<file path="config.mk">
export PLATFORM = sky130hd
export DESIGN_NAME = mc_maindec
export DESIGN_NICKNAME = d
export VERILOG_FILES = /design/src/rtl/mc_pkg.sv /design/src/rtl/mc_waitcnt.sv /design/src/rtl/mc_maindec.sv
export SDC_FILE = /design/constraint.sdc
export NUM_CORES = 1
export LEC_CHECK = 0
export CORE_MARGIN = 5
export CORE_UTILIZATION = 54
export DETAILED_ROUTE_END_ITERATION = 10
export PLACE_DENSITY_LB_ADDON = 0.25
export SETUP_SLACK_MARGIN = 0.4
export SLEW_MARGIN = 20
export SYNTH_ARGS = -nofsm -noshare
export SYNTH_HDL_FRONTEND = slang
export SYNTH_HIERARCHICAL = 1
export SYNTH_SLANG_ARGS = --single-unit
</file>
<file path="constraint.sdc">
create_clock -name clk -period 4.45 [get_ports clk]
set_input_delay 0.445 -clock clk [delete_from_list [all_inputs] [get_ports clk]]
set_output_delay 0.445 -clock clk [all_outputs]
set_load 0.05 [all_outputs]
</file>
<file path="src/rtl/mc_pkg.sv">
// Shared state, opcode and aluop definitions for the multicycle main decoder.
// Build option MC_MAINDEC_IMMLOGIC_EN routes andi/ori/slti through the immediate path.
package mc_pkg;

  typedef enum logic [3:0] {
    FETCH, DECODE, MEMADR, MEMRD, MEMWB, MEMWR, RTEX,
    ALUWB, BEQ, IMMEX, IMMWB, JMP, TRAP, BERR
  } state_t;

  localparam logic [5:0] OP_RTYPE = 6'b000000;
  localparam logic [5:0] OP_LW    = 6'b100011;
  localparam logic [5:0] OP_SW    = 6'b101011;
  localparam logic [5:0] OP_BEQ   = 6'b000100;
  localparam logic [5:0] OP_ADDI  = 6'b001000;
  localparam logic [5:0] OP_J     = 6'b000010;
  localparam logic [5:0] OP_ANDI  = 6'b001100;
  localparam logic [5:0] OP_ORI   = 6'b001101;
  localparam logic [5:0] OP_SLTI  = 6'b001010;

  localparam logic [2:0] ALUOP_ADD   = 3'b000;
  localparam logic [2:0] ALUOP_SUB   = 3'b001;
  localparam logic [2:0] ALUOP_FUNCT = 3'b010;
  localparam logic [2:0] ALUOP_AND   = 3'b011;
  localparam logic [2:0] ALUOP_OR    = 3'b100;
  localparam logic [2:0] ALUOP_SLT   = 3'b101;

  typedef struct packed {
    logic       memReq;
    logic       memWrite;
    logic       pcWrite;
    logic       regWrite;
    logic       iord;
    logic       memToReg;
    logic       regDst;
    logic       aluSrcA;
    logic       branch;
    logic [1:0] aluSrcB;
    logic [1:0] pcSrc;
    logic [2:0] aluOp;
    logic       illegal;
    logic       busErr;
  } ctrl_t;

  function automatic logic [2:0] immAluOp(input logic [5:0] op6);
    case (op6)
      OP_ANDI: return ALUOP_AND;
      OP_ORI:  return ALUOP_OR;
      OP_SLTI: return ALUOP_SLT;
      default: return ALUOP_ADD;
    endcase
  endfunction

  // Strobes that depend on the state alone; FETCH completion strobes are added by the top.
  function automatic ctrl_t stateCtrl(input state_t s, input logic [5:0] op6);
    ctrl_t c;
    c = '0;
    case (s)
      FETCH:  c.memReq = 1'b1;
      DECODE: c.aluSrcB = 2'b11;
      MEMADR: begin c.aluSrcA = 1'b1; c.aluSrcB = 2'b10; end
      MEMRD:  begin c.memReq = 1'b1; c.iord = 1'b1; end
      MEMWR:  begin c.memReq = 1'b1; c.iord = 1'b1; c.memWrite = 1'b1; end
      MEMWB:  begin c.regWrite = 1'b1; c.memToReg = 1'b1; end
      RTEX:   begin c.aluSrcA = 1'b1; c.aluOp = ALUOP_FUNCT; end
      ALUWB:  begin c.regDst = 1'b1; c.regWrite = 1'b1; end
      BEQ:    begin c.aluSrcA = 1'b1; c.branch = 1'b1; c.pcSrc = 2'b01; c.aluOp = ALUOP_SUB; end
      IMMEX:  begin c.aluSrcA = 1'b1; c.aluSrcB = 2'b10; c.aluOp = immAluOp(op6); end
      IMMWB:  c.regWrite = 1'b1;
      JMP:    begin c.pcWrite = 1'b1; c.pcSrc = 2'b10; end
      TRAP:   c.illegal = 1'b1;
      BERR:   c.busErr = 1'b1;
      default: ;
    endcase
    return c;
  endfunction

endpackage

</file>
<file path="src/rtl/mc_waitcnt.sv">
// Memory wait counter: counts consecutive not-ready cycles of one access and
// flags expiry once TMO waits have elapsed and the access is still not ready.
module mc_waitcnt #(
  parameter int TMO = 15
) (
  input  logic clk,
  input  logic reset,
  input  logic wait_i,
  output logic expired_o
);

  localparam int CW = $clog2(TMO + 1);

  logic [CW-1:0] cnt_q, cnt_d;
  logic          atLimit;

  assign atLimit   = (cnt_q == CW'(TMO));
  assign expired_o = wait_i && atLimit;

  // Any cycle that is not a wait (ready, or outside a memory state) restarts the count.
  always_comb begin
    cnt_d = cnt_q;
    if (!wait_i) begin
      cnt_d = '0;
    end else if (!atLimit) begin
      cnt_d = cnt_q + 1'b1;
    end
  end

  always_ff @(posedge clk) begin
    if (reset) begin
      cnt_q <= '0;
    end else begin
      cnt_q <= cnt_d;
    end
  end

endmodule

</file>
<file path="src/rtl/mc_maindec.sv">
// Multicycle MIPS-style main decoder FSM with memory timeout and illegal-opcode traps.
// Build option MC_MAINDEC_IMMLOGIC_EN adds andi/ori/slti to the immediate path.
module mc_maindec
  import mc_pkg::*;
#(
  parameter int OPW    = 6,
  parameter int ALUOPW = 3,
  parameter int TMO    = 15
) (
  input  logic              clk,
  input  logic              reset,
  input  logic [OPW-1:0]    op,
  input  logic              mem_ready,
  output logic              mem_req,
  output logic              memwrite,
  output logic              pcwrite,
  output logic              irwrite,
  output logic              regwrite,
  output logic              iord,
  output logic              memtoreg,
  output logic              regdst,
  output logic              alusrca,
  output logic              branch,
  output logic [1:0]        alusrcb,
  output logic [1:0]        pcsrc,
  output logic [ALUOPW-1:0] aluop,
  output logic              illegal,
  output logic              bus_err
);

  state_t     state_q, state_d;
  ctrl_t      ctrl_q;
  logic [5:0] op6;
  logic       opUpperOk;
  logic       memState;
  logic       waitCycle;
  logic       expired;
  logic       fetchGo;

  assign op6 = op[5:0];

  if (OPW > 6) begin : gUpper
    assign opUpperOk = ~|op[OPW-1:6];
  end else begin : gNoUpper
    assign opUpperOk = 1'b1;
  end

  assign memState  = (state_q == FETCH) || (state_q == MEMRD) || (state_q == MEMWR);
  assign waitCycle = memState && !mem_ready;
  assign fetchGo   = (state_q == FETCH) && mem_ready;

  mc_waitcnt #(.TMO(TMO)) uWait (
    .clk      (clk),
    .reset    (reset),
    .wait_i   (waitCycle),
    .expired_o(expired)
  );

  // Completion is tested before expiry so a ready on the last allowed cycle wins.
  always_comb begin
    state_d = state_q;
    case (state_q)
      FETCH: begin
        if (mem_ready)    state_d = DECODE;
        else if (expired) state_d = BERR;
      end
      DECODE: begin
        if (!opUpperOk) begin
          state_d = TRAP;
        end else begin
          case (op6)
            OP_LW, OP_SW: state_d = MEMADR;
            OP_RTYPE:     state_d = RTEX;
            OP_BEQ:       state_d = BEQ;
            OP_ADDI:      state_d = IMMEX;
            OP_J:         state_d = JMP;
`ifdef MC_MAINDEC_IMMLOGIC_EN
            OP_ANDI, OP_ORI, OP_SLTI: state_d = IMMEX;
`endif
            default:      state_d = TRAP;
          endcase
        end
      end
      MEMADR: state_d = (op6 == OP_LW) ? MEMRD : MEMWR;
      MEMRD: begin
        if (mem_ready)    state_d = MEMWB;
        else if (expired) state_d = BERR;
      end
      MEMWR: begin
        if (mem_ready)    state_d = FETCH;
        else if (expired) state_d = BERR;
      end
      RTEX:    state_d = ALUWB;
      IMMEX:   state_d = IMMWB;
      default: state_d = FETCH;
    endcase
  end

  always_ff @(posedge clk) begin
    if (reset) begin
      state_q <= FETCH;
      ctrl_q  <= stateCtrl(FETCH, op6);
    end else begin
      state_q <= state_d;
      ctrl_q  <= stateCtrl(state_d, op6);
    end
  end

  // Reset forces every output low regardless of the state being left.
  always_comb begin
    mem_req  = 1'b0;
    memwrite = 1'b0;
    pcwrite  = 1'b0;
    irwrite  = 1'b0;
    regwrite = 1'b0;
    iord     = 1'b0;
    memtoreg = 1'b0;
    regdst   = 1'b0;
    alusrca  = 1'b0;
    branch   = 1'b0;
    alusrcb  = 2'b00;
    pcsrc    = 2'b00;
    aluop    = '0;
    illegal  = 1'b0;
    bus_err  = 1'b0;
    if (!reset) begin
      mem_req  = ctrl_q.memReq;
      memwrite = ctrl_q.memWrite;
      pcwrite  = ctrl_q.pcWrite | fetchGo;
      irwrite  = fetchGo;
      regwrite = ctrl_q.regWrite;
      iord     = ctrl_q.iord;
      memtoreg = ctrl_q.memToReg;
      regdst   = ctrl_q.regDst;
      alusrca  = ctrl_q.aluSrcA;
      branch   = ctrl_q.branch;
      alusrcb  = fetchGo ? 2'b01 : ctrl_q.aluSrcB;
      pcsrc    = ctrl_q.pcSrc;
      aluop    = ALUOPW'(ctrl_q.aluOp);
      illegal  = ctrl_q.illegal;
      bus_err  = ctrl_q.busErr;
    end
  end

endmodule

</file>
==> impl_summary.log, run 1 <==
INFO  metric synth_area_leaders = sky130_fd_sc_hd__dfxtp_1 37%, sky130_fd_sc_hd__nor2b_1 7.3%, sky130_fd_sc_hd__nor2_1 4.4%
INFO  metric antenna_cells = 0
INFO  metric status = completed
INFO  metric whs_path_depth = 2
INFO  metric clk_path_buf_depth = 2
INFO  metric r2r-end = ctrl_q[17]
INFO  metric route.antenna.remaining_nets = 0
INFO  metric cp.buffers_inverters = 3
INFO  metric critical_path_class = in -> out
INFO  metric drt_iter0_drc = 29
INFO  metric floorplan.die.width = 60.37 µm
INFO  metric grt_antenna_before_repair = 0
INFO  metric ctsHoldBuffers = 0
INFO  metric final_layout_size_suffix_gt1_share = roughly an eighth
INFO  metric mappedNetlistArea = ~1400 µm²
INFO  metric num_vias = about 1,200
INFO  metric post_cts_resized = 0
INFO  metric max_cap_viol_count = 0
INFO  metric grt_usage = between 10% and 20%
INFO  metric die_h = slightly above 60 µm
INFO  metric worst-endpoint-arrival = ~2.7 ns
INFO  metric port_buffers = 27
INFO  metric cp_slowest_stage_delay = approximately 0.86 ns
INFO  metric hp-start = uWait/cnt_q[1]
INFO  metric filler_cell_count = 200
INFO  metric numClockSinks = 25
INFO  metric grt_max_degree = 27
INFO  metric routed_wl = 2866 µm
INFO  metric worstHoldPathType = reg -> reg
INFO  metric grt_pass1_wl = 4726 µm
INFO  metric synthArstFlopShare = 0%
INFO  metric num_io_pins = 28
INFO  metric design.die.area = about 3600 µm²
INFO  metric synth_sequential_area_ratio = a little over a third
INFO  metric multi_input_comb_area = a little under 800 µm²
INFO  metric crit_family = buffers and inverters
INFO  metric synth_largest_area_cell = sky130_fd_sc_hd__dfxtp_1
INFO  metric yosysWarnings = 6
INFO  metric yosys-top-cells-count = 25 x sky130_fd_sc_hd__dfxtp_1, 16 x sky130_fd_sc_hd__nor2_1, 16 x sky130_fd_sc_hd__nor2b_1
INFO  metric average_detailed_routed_wire_length_per_instance = approximately 14 µm
INFO  metric cpMaxStageDelayCell = sky130_fd_sc_hd__clkdlybuf4s50_1
INFO  metric post-route-period-util = between 60% and 70%
INFO  metric worst_setup_path_end_kind = primary output
INFO  metric gpl.final_weighted_congestion = 0.7931
INFO  metric cell_with_the_most_instances_after_synthesis = sky130_fd_sc_hd__dfxtp_1
INFO  metric worstReg2RegStart = state_q[2]
INFO  metric timing.fmax = 322.2 MHz
INFO  metric ordered_list_of_cells_on_the_worst_path = clkdlybuf4s50_1 -> buf_4 -> nor2b_1 -> clkdlybuf4s50_1
INFO  metric clock_root_buffer = sky130_fd_sc_hd__clkbuf_4
INFO  metric syn-num-nets = between 150 and 200
INFO  metric timing.critical_path.mode_cell = sky130_fd_sc_hd__clkdlybuf4s50_1
INFO  metric postCtsSetupBuffers = 0
INFO  metric timing.setup.tns = 0 ns
INFO  metric synth_enable_flop_cells = 0
INFO  metric cts-buffers-inserted = 3
INFO  metric synthToLayoutAreaGrowth = 20.27%
INFO  metric firstDrtPassIters = 4
INFO  metric drt-vias-per-instance = between 5 and 6
INFO  metric design.final.nets = ~190
INFO  metric synth_top_flop_cell = sky130_fd_sc_hd__dfxtp_1
INFO  metric synthDominantCellAreaShare = around 37%
INFO  metric setup_viol_count_final = 0
INFO  metric synthCells = between 150 and 200
INFO  metric place_inst = 204
INFO  metric max_slew_margin = between 40% and 50%
INFO  metric initial_utilization = 55.81%
INFO  metric timing_hold_violations_final = 0
INFO  metric yosys.cell_types.count = 51
INFO  metric final_cells = 208
INFO  metric std_cell_rows = 18
INFO  metric syn_area_per_cell = just under 9 µm²
INFO  metric timing.critical_path.required = 4.01 ns
INFO  metric ff_latch_area = 500.5 µm²
INFO  metric static-leakage-power = 0.6262 nW
INFO  metric slew_violations = 0
INFO  metric timing.final.crit_period = ~3.1 ns
INFO  metric detail_route.drc_violations = 0
INFO  metric via_count_of_the_first_global_routing_pass = ~1,100
INFO  metric clk-insertion-delay-late = about 0.32 ns
INFO  metric tritoncts_clock_tree = done
INFO  metric rr_worst_depth = 11
INFO  metric cts.reportedPaths.clkPinSlew = approximately 0.13 ns
INFO  metric cp-start-kind = input pin
INFO  metric postSynthRegisterBits = 25
INFO  metric coreArea = 2455 µm²
INFO  metric grt.overflow.total = 0
INFO  metric skew = 0.007794 ns
INFO  metric worst_max_slew_pin_slew = between 0.8 and 0.9 ns
INFO  metric number_of_levels_in_the_clock_h_tree = 1
INFO  metric grt_setup_unrepaired = false
INFO  metric worst_path_fanout_max = 26
INFO  metric dp_hpwl = approximately 2200 µm
INFO  metric timing.reg2reg.setup_slack = between 1 and 1.5 ns
INFO  metric timing.hold.worst_endpoint = uWait/cnt_q[1]
INFO  metric worst_ir_drop_vdd = around 0.27 mV
INFO  metric power_per_cell_area = 280.5 nW/µm²
-- metrics by stage --
| stage | setup WS [ns] | hold WS, ns | instance area [µm²] | utilization [%] | power, mW |
|---|---|---|---|---|---|
| 2_1_floorplan | 1.630 | 0.4868 | 1370 | - | 0.3363 |
| 3_3_place_gp | 1.385 | 0.5060 | 1620 | 66.00 | 0.3656 |
| 3_5_place_dp | 1.264 | 0.5406 | 1620 | 66.00 | 0.3696 |
| 4_1_cts | 1.337 | 0.5588 | 1648 | 67.13 | 0.4668 |
| 5_1_grt | 1.039 | 0.5869 | 1648 | 67.13 | 0.4874 |
| 6_report | 1.346 | 0.5558 | 1648 | 67.13 | 0.4622 |
-- kinds of logic (layout without fill, tap and decap cells) --
family / after synthesis / after routing / share of synthesized area [%]
other: 1 / 1 / 0.2737
multiplexers: 2 / 2 / 1.552
XOR/XNOR: 4 / 4 / 3.106
adder cells (fa/ha/maj): 1 / 1 / 0.9131
AND/OR/NAND/NOR: 82 / 82 / 35.07
buffers and inverters: 15 / 37 / 6.392
AO/OA/AOI/OAI: 26 / 26 / 16.16
flip-flops: 25 / 25 / 36.53
-- flip-flops by register name, summed over array words and instances, names as in the netlist --
signal       count
state_q          4
ctrl_q          17
uWait/cnt_q      4
-- worst register-to-register path: cells and delay by family, from the launching register on --
family                    cells  cell delay [ns]
and+or+nand+nor               4             1.17
AOI/OAI and AO/OA             3             0.54
buffers and inverters         1             0.08
DFF                           1             0.57
muxes                         1             0.30
xor gates and xnor gates      2             0.32
-- how the worst max path moves through the flow --
stage	start	to	cells past startpoint
2_1_floorplan	state_q[2]	ctrl_q[17]	13
3_5_place_dp	mem_ready	ctrl_q[17]	10
5_1_grt	state_q[2]	ctrl_q[14]	11
4_1_cts	reset	aluop[1]	4
6_report	reset	aluop[1]	4
3_3_place_gp	reset	alusrca	4
-- area by class of cell --
cell class | instances | area share [%]
clock buffers | 3 | 1.367
clock inverters | 1 | 0.3037
inverters | 4 | 0.9112
multi-input cells | 116 | 47.46
flip-flops and latches | 25 | 30.37
well taps | 30 | 2.278
repair buffers | 29 | 17.31
-- where the power goes --
part           internal (mW)  switching, mW
clock network         0.0336         0.0632
registers              0.234        0.00879
logic                 0.0468         0.0758
total                  0.314          0.148
-- cell usage in the layout, fill, tap and decap left out, drive strengths merged, types with 2 or more instances in the layout --
cell | Yosys | layout
inv | 4 | 4
nand2b | 3 | 3
xor2 | 2 | 2
clkbuf | 3 | 3
clkdlybuf4s50 | 0 | 27
xnor2 | 2 | 2
buf | 8 | 2
a221oi | 2 | 2
and3 | 3 | 3
dfxtp | 25 | 25
a31oi | 2 | 2
nor4 | 5 | 5
nor4bb | 2 | 2
nor4b | 4 | 4
o21ai | 5 | 5
nor3 | 8 | 8
a211oi | 5 | 5
nor2b | 16 | 16
nor2 | 16 | 16
a21oi | 4 | 4
nand3b | 4 | 4
nand2 | 13 | 13
and2 | 2 | 2
-- routing by layer --
layer	track usage [%]	routed length, µm
met1	20.29	1298
met2	28.70	1383
met3	5.106	171
met4	5.380	11
met5	0	0
(Power assumes the default switching activity.)
==> run 2, diff against run 1 <==
--- a/config.mk
+++ b/config.mk
@@ -6,7 +6,7 @@
 export NUM_CORES = 1
 export LEC_CHECK = 0
 export CORE_MARGIN = 5
-export CORE_UTILIZATION = 54
+export CORE_UTILIZATION = 45
 export DETAILED_ROUTE_END_ITERATION = 10
 export PLACE_DENSITY_LB_ADDON = 0.25
 export SETUP_SLACK_MARGIN = 0.4
==> constraint.sdc (replaced) <==
create_clock -name clk -period 2.67 [get_ports clk]
set_input_delay 0.267 -clock clk [delete_from_list [all_inputs] [get_ports clk]]
set_output_delay 0.267 -clock clk [all_outputs]
set_load 0.05 [all_outputs]
==> run 2 against run 1 <==
Compared with the run above:
- flip-flop and latch count unchanged
- core utilization increased by 7.2 points
- die area is 17% higher
- combinational power increased to 2.7 times the previous value
- sequential share of layout area fell by 7.5 points
- critical path depth is 11 higher
- global-route usage is 1.4 points higher
==> impl_summary.log, run 2 (synthesis results as in run 1) <==
INFO  metric static-leakage-power = 0.8651 nW (was 0.6262 nW)
INFO  metric port_buffers = 27 (unchanged)
INFO  metric worst_path_fanout_max = 5 (was 26)
INFO  metric grt_usage = 18.25% (was 16.84%)
INFO  metric power.switching = 0.2950 mW (was 0.1478 mW)
INFO  metric cell_internal_pwr = 0.6004 mW (was 0.3145 mW)
INFO  metric grt.overflow.total = 0 (unchanged)
INFO  metric max_slew_margin = 48.33% (was 41.84%)
INFO  metric detail_route.drc_violations = 0 (unchanged)
INFO  metric timing.fmax = 394.3 MHz
INFO  metric sequentialPowerShare = 44.6% (was 52.5%)
INFO  metric cts-buffers-inserted = 3 (unchanged)
INFO  metric num_vias = 1,330 (was 1,192)
INFO  metric die_h = 65.18 µm (was 60.37 µm)
INFO  metric grt_antenna_before_repair = 0 (unchanged)
INFO  metric cts.reportedPaths.clkPinSlew = 0.13 ns (about the same)
INFO  metric post_route_utilization = 74.29% (was 67.13%)
INFO  metric numClockSinks = 25 (unchanged)
INFO  metric grt_max_degree = 17 (was 27)
INFO  metric max_cap_viol_count = 0 (unchanged)
INFO  metric timing.final.crit_period = approximately 2.5 ns
INFO  metric holdWs = 0.5432 ns (was 0.5558 ns)
INFO  metric slew_violations = 0 (unchanged)
INFO  metric number_of_levels_in_the_clock_h_tree = 1 (unchanged)
INFO  metric dp_hpwl = 2444 µm (was 2165 µm)
INFO  metric num_io_pins = 28 (unchanged)
INFO  metric largest_registers = ctrl_q x17, state_q x4, uWait/cnt_q x4 (unchanged)
INFO  metric timing_hold_violations_final = 0 (unchanged)
INFO  metric place_inst = 215 (was 204)
INFO  metric timing.setup.tns = 0 ns (unchanged)
INFO  metric timing.critical_path.required = 2.89 ns (was 4.01 ns)
INFO  metric grt_setup_unrepaired = true (was false)
INFO  metric largest-register = ctrl_q (unchanged)
INFO  metric clk-insertion-delay-late = 0.31 ns (was 0.32 ns)
INFO  metric antenna_cells = 0 (unchanged)
INFO  metric swShare = 32.95% (was 31.97%)
INFO  metric setup_ws = 0.1341 ns (was 1.346 ns)
INFO  metric clock_root_buffer = sky130_fd_sc_hd__clkbuf_4 (unchanged)
INFO  metric post-route-period-util = between 90% and 100%
INFO  metric power_per_cell_area = 404.8 nW/µm² (was 280.5 nW/µm²)
INFO  metric design.final.nets = 214 (was 189)
INFO  metric status = completed (unchanged)
INFO  metric post-layout-total-power = 0.8954 mW (was 0.4622 mW)
INFO  metric initial_utilization = 46.01% (was 55.81%)
INFO  metric route.antenna.remaining_nets = 0 (unchanged)
INFO  metric worst_max_slew_pin_slew = 0.7646 ns (was 0.8697 ns)
INFO  metric synthToLayoutAreaGrowth = 61.46% (was 20.27%)
INFO  metric drt-vias-per-instance = 5.636 (was 5.731)
INFO  metric post_dp_cell_area = 1899 µm² (was 1620 µm²)
INFO  metric clk_path_buf_depth = 2 (unchanged)
INFO  metric via_count_of_the_first_global_routing_pass = 1,348 (was 1,098)
INFO  metric postLayoutCellArea = 2212 µm² (was 1648 µm²)
INFO  metric floorplan.die.width = 65.18 µm (was 60.37 µm)
INFO  metric worst-endpoint-arrival = 2.76 ns (was 2.66 ns)
INFO  metric worst_setup_path_end_kind = flip-flop (was primary output)
INFO  metric tritoncts_clock_tree = done (unchanged)
INFO  metric ctsHoldBuffers = 0 (unchanged)
INFO  metric p_clk_share = 18.5% (was 20.9%)
INFO  metric average_detailed_routed_wire_length_per_instance = 16.56 µm (was 13.78 µm)
INFO  metric worstHoldPathType = reg -> reg (unchanged)
INFO  metric largest_register_ff_count = 17 (unchanged)
INFO  metric dpl_worst_slack = 0.07777 ns (was 1.264 ns)
INFO  metric combinationalPowerShare = 36.9% (was 26.5%)
INFO  metric final_cells = 236 (was 208)
INFO  metric drt_iter0_drc = 92 (was 29)
INFO  metric firstDrtPassIters = 4 (unchanged)
INFO  metric std_cell_rows = 20 (was 18)
INFO  metric routed_wl = 3907 µm (was 2866 µm)
INFO  metric critical_path_class = reg -> reg (was in -> out)
INFO  metric final_layout_size_suffix_gt1_share = 44.83% (was 12.92%)
INFO  metric gpl.final_weighted_congestion = 0.8408 (was 0.7931)
INFO  metric worst_ir_drop_vdd = 0.3781 mV (was 0.2680 mV)
INFO  metric cp-start-kind = flip-flop (was input pin)
INFO  metric layout.cells.most_common_list = 25 x sky130_fd_sc_hd__buf_4, 23 x sky130_fd_sc_hd__dfxtp_1, 19 x sky130_fd_sc_hd__buf_12 (was 27 x sky130_fd_sc_hd__clkdlybuf4s50_1, 25 x sky130_fd_sc_hd__dfxtp_1, 16 x sky130_fd_sc_hd__nor2b_1, 16 x sky130_fd_sc_hd__nor2_1, 13 x sky130_fd_sc_hd__nand2_1)
INFO  metric grt_pass1_wl = 6023 µm (was 4726 µm)
INFO  metric setup_viol_count_final = 0 (unchanged)
INFO  metric skew = 0.01150 ns (was 0.007794 ns)
INFO  metric design.die.area = 4248 µm² (was 3645 µm²)
INFO  metric coreArea = 2978 µm² (was 2455 µm²)
INFO  metric layout_commonest_cell = sky130_fd_sc_hd__buf_4 (was sky130_fd_sc_hd__clkdlybuf4s50_1)
run 2: cell count changes in the layout (fill, tap and decap cells not counted), moves of 5 or more:
cell	previous run	this run
sky130_fd_sc_hd__buf_4	2	25
sky130_fd_sc_hd__nor3_1	7	2
sky130_fd_sc_hd__nand2_2	0	5
sky130_fd_sc_hd__buf_12	0	19
sky130_fd_sc_hd__clkdlybuf4s50_1	27	8
sky130_fd_sc_hd__nand2_1	13	8
run 2: repair_timing:
item / in CTS / in global routing
resized for setup: 25 / 7
buffers inserted: 15 / 1
pin swaps: 11 / 2
gates cloned: 1 / 0
endpoints found under the setup margin: 16 / 20
run 2: final timing paths:
check	endpoint	slack (ns)	from	cells past startpoint
max	ctrl_q[15]	0.13	state_q[0]	15
min	uWait/cnt_q[1]	0.54	uWait/cnt_q[1]	2
max reg2reg	ctrl_q[15]	0.13	state_q[0]	15
min reg2reg	uWait/cnt_q[1]	0.54	uWait/cnt_q[1]	2
run 2: power groups by stage:
stage               Clock [mW]  Sequential, mW  Combinational (mW)
CTS                      0.165           0.399               0.310
finish                   0.165           0.400               0.330
global placement             0           0.409               0.250
global route             0.192           0.402               0.345
detailed placement           0           0.410               0.255
floorplan                    0           0.403               0.172
run 2: layout make-up:
type / count / area (µm²)
clock buffer: 4 / 26.28
fill: 193 / 765.7
inverter: 4 / 15.01
multi-input combinational: 116 / 953.4
sequential: 25 / 505.5
tap: 33 / 41.29
timing repair buffer: 54 / 670.6
run 2: worst max-delay path, cell delays in order, from the launching register on:
cell	delay, ns
sky130_fd_sc_hd__dfxtp_4	0.40
sky130_fd_sc_hd__xor2_1	0.15
sky130_fd_sc_hd__mux2_4	0.18
sky130_fd_sc_hd__nor3_4	0.04
sky130_fd_sc_hd__inv_1	0.06
sky130_fd_sc_hd__nor2_2	0.05
sky130_fd_sc_hd__buf_4	0.13
sky130_fd_sc_hd__buf_4	0.12
sky130_fd_sc_hd__buf_4	0.12
sky130_fd_sc_hd__buf_4	0.13
sky130_fd_sc_hd__nor2_2	0.09
sky130_fd_sc_hd__o21ai_1	0.07
sky130_fd_sc_hd__a221oi_2	0.32
sky130_fd_sc_hd__nand2_2	0.17
sky130_fd_sc_hd__buf_6	0.17
sky130_fd_sc_hd__nor4b_1	0.25
run 2: routing by layer:
layer  track usage [%]  vias to the layer above  share of wire (%)
met3             4.786                       12                3.9
met2             33.38                       40                 53
met4             7.772                        0                3.2
li1                  -                      642                  -
met1             19.60                      636                 40
met5                 0                        -                  0
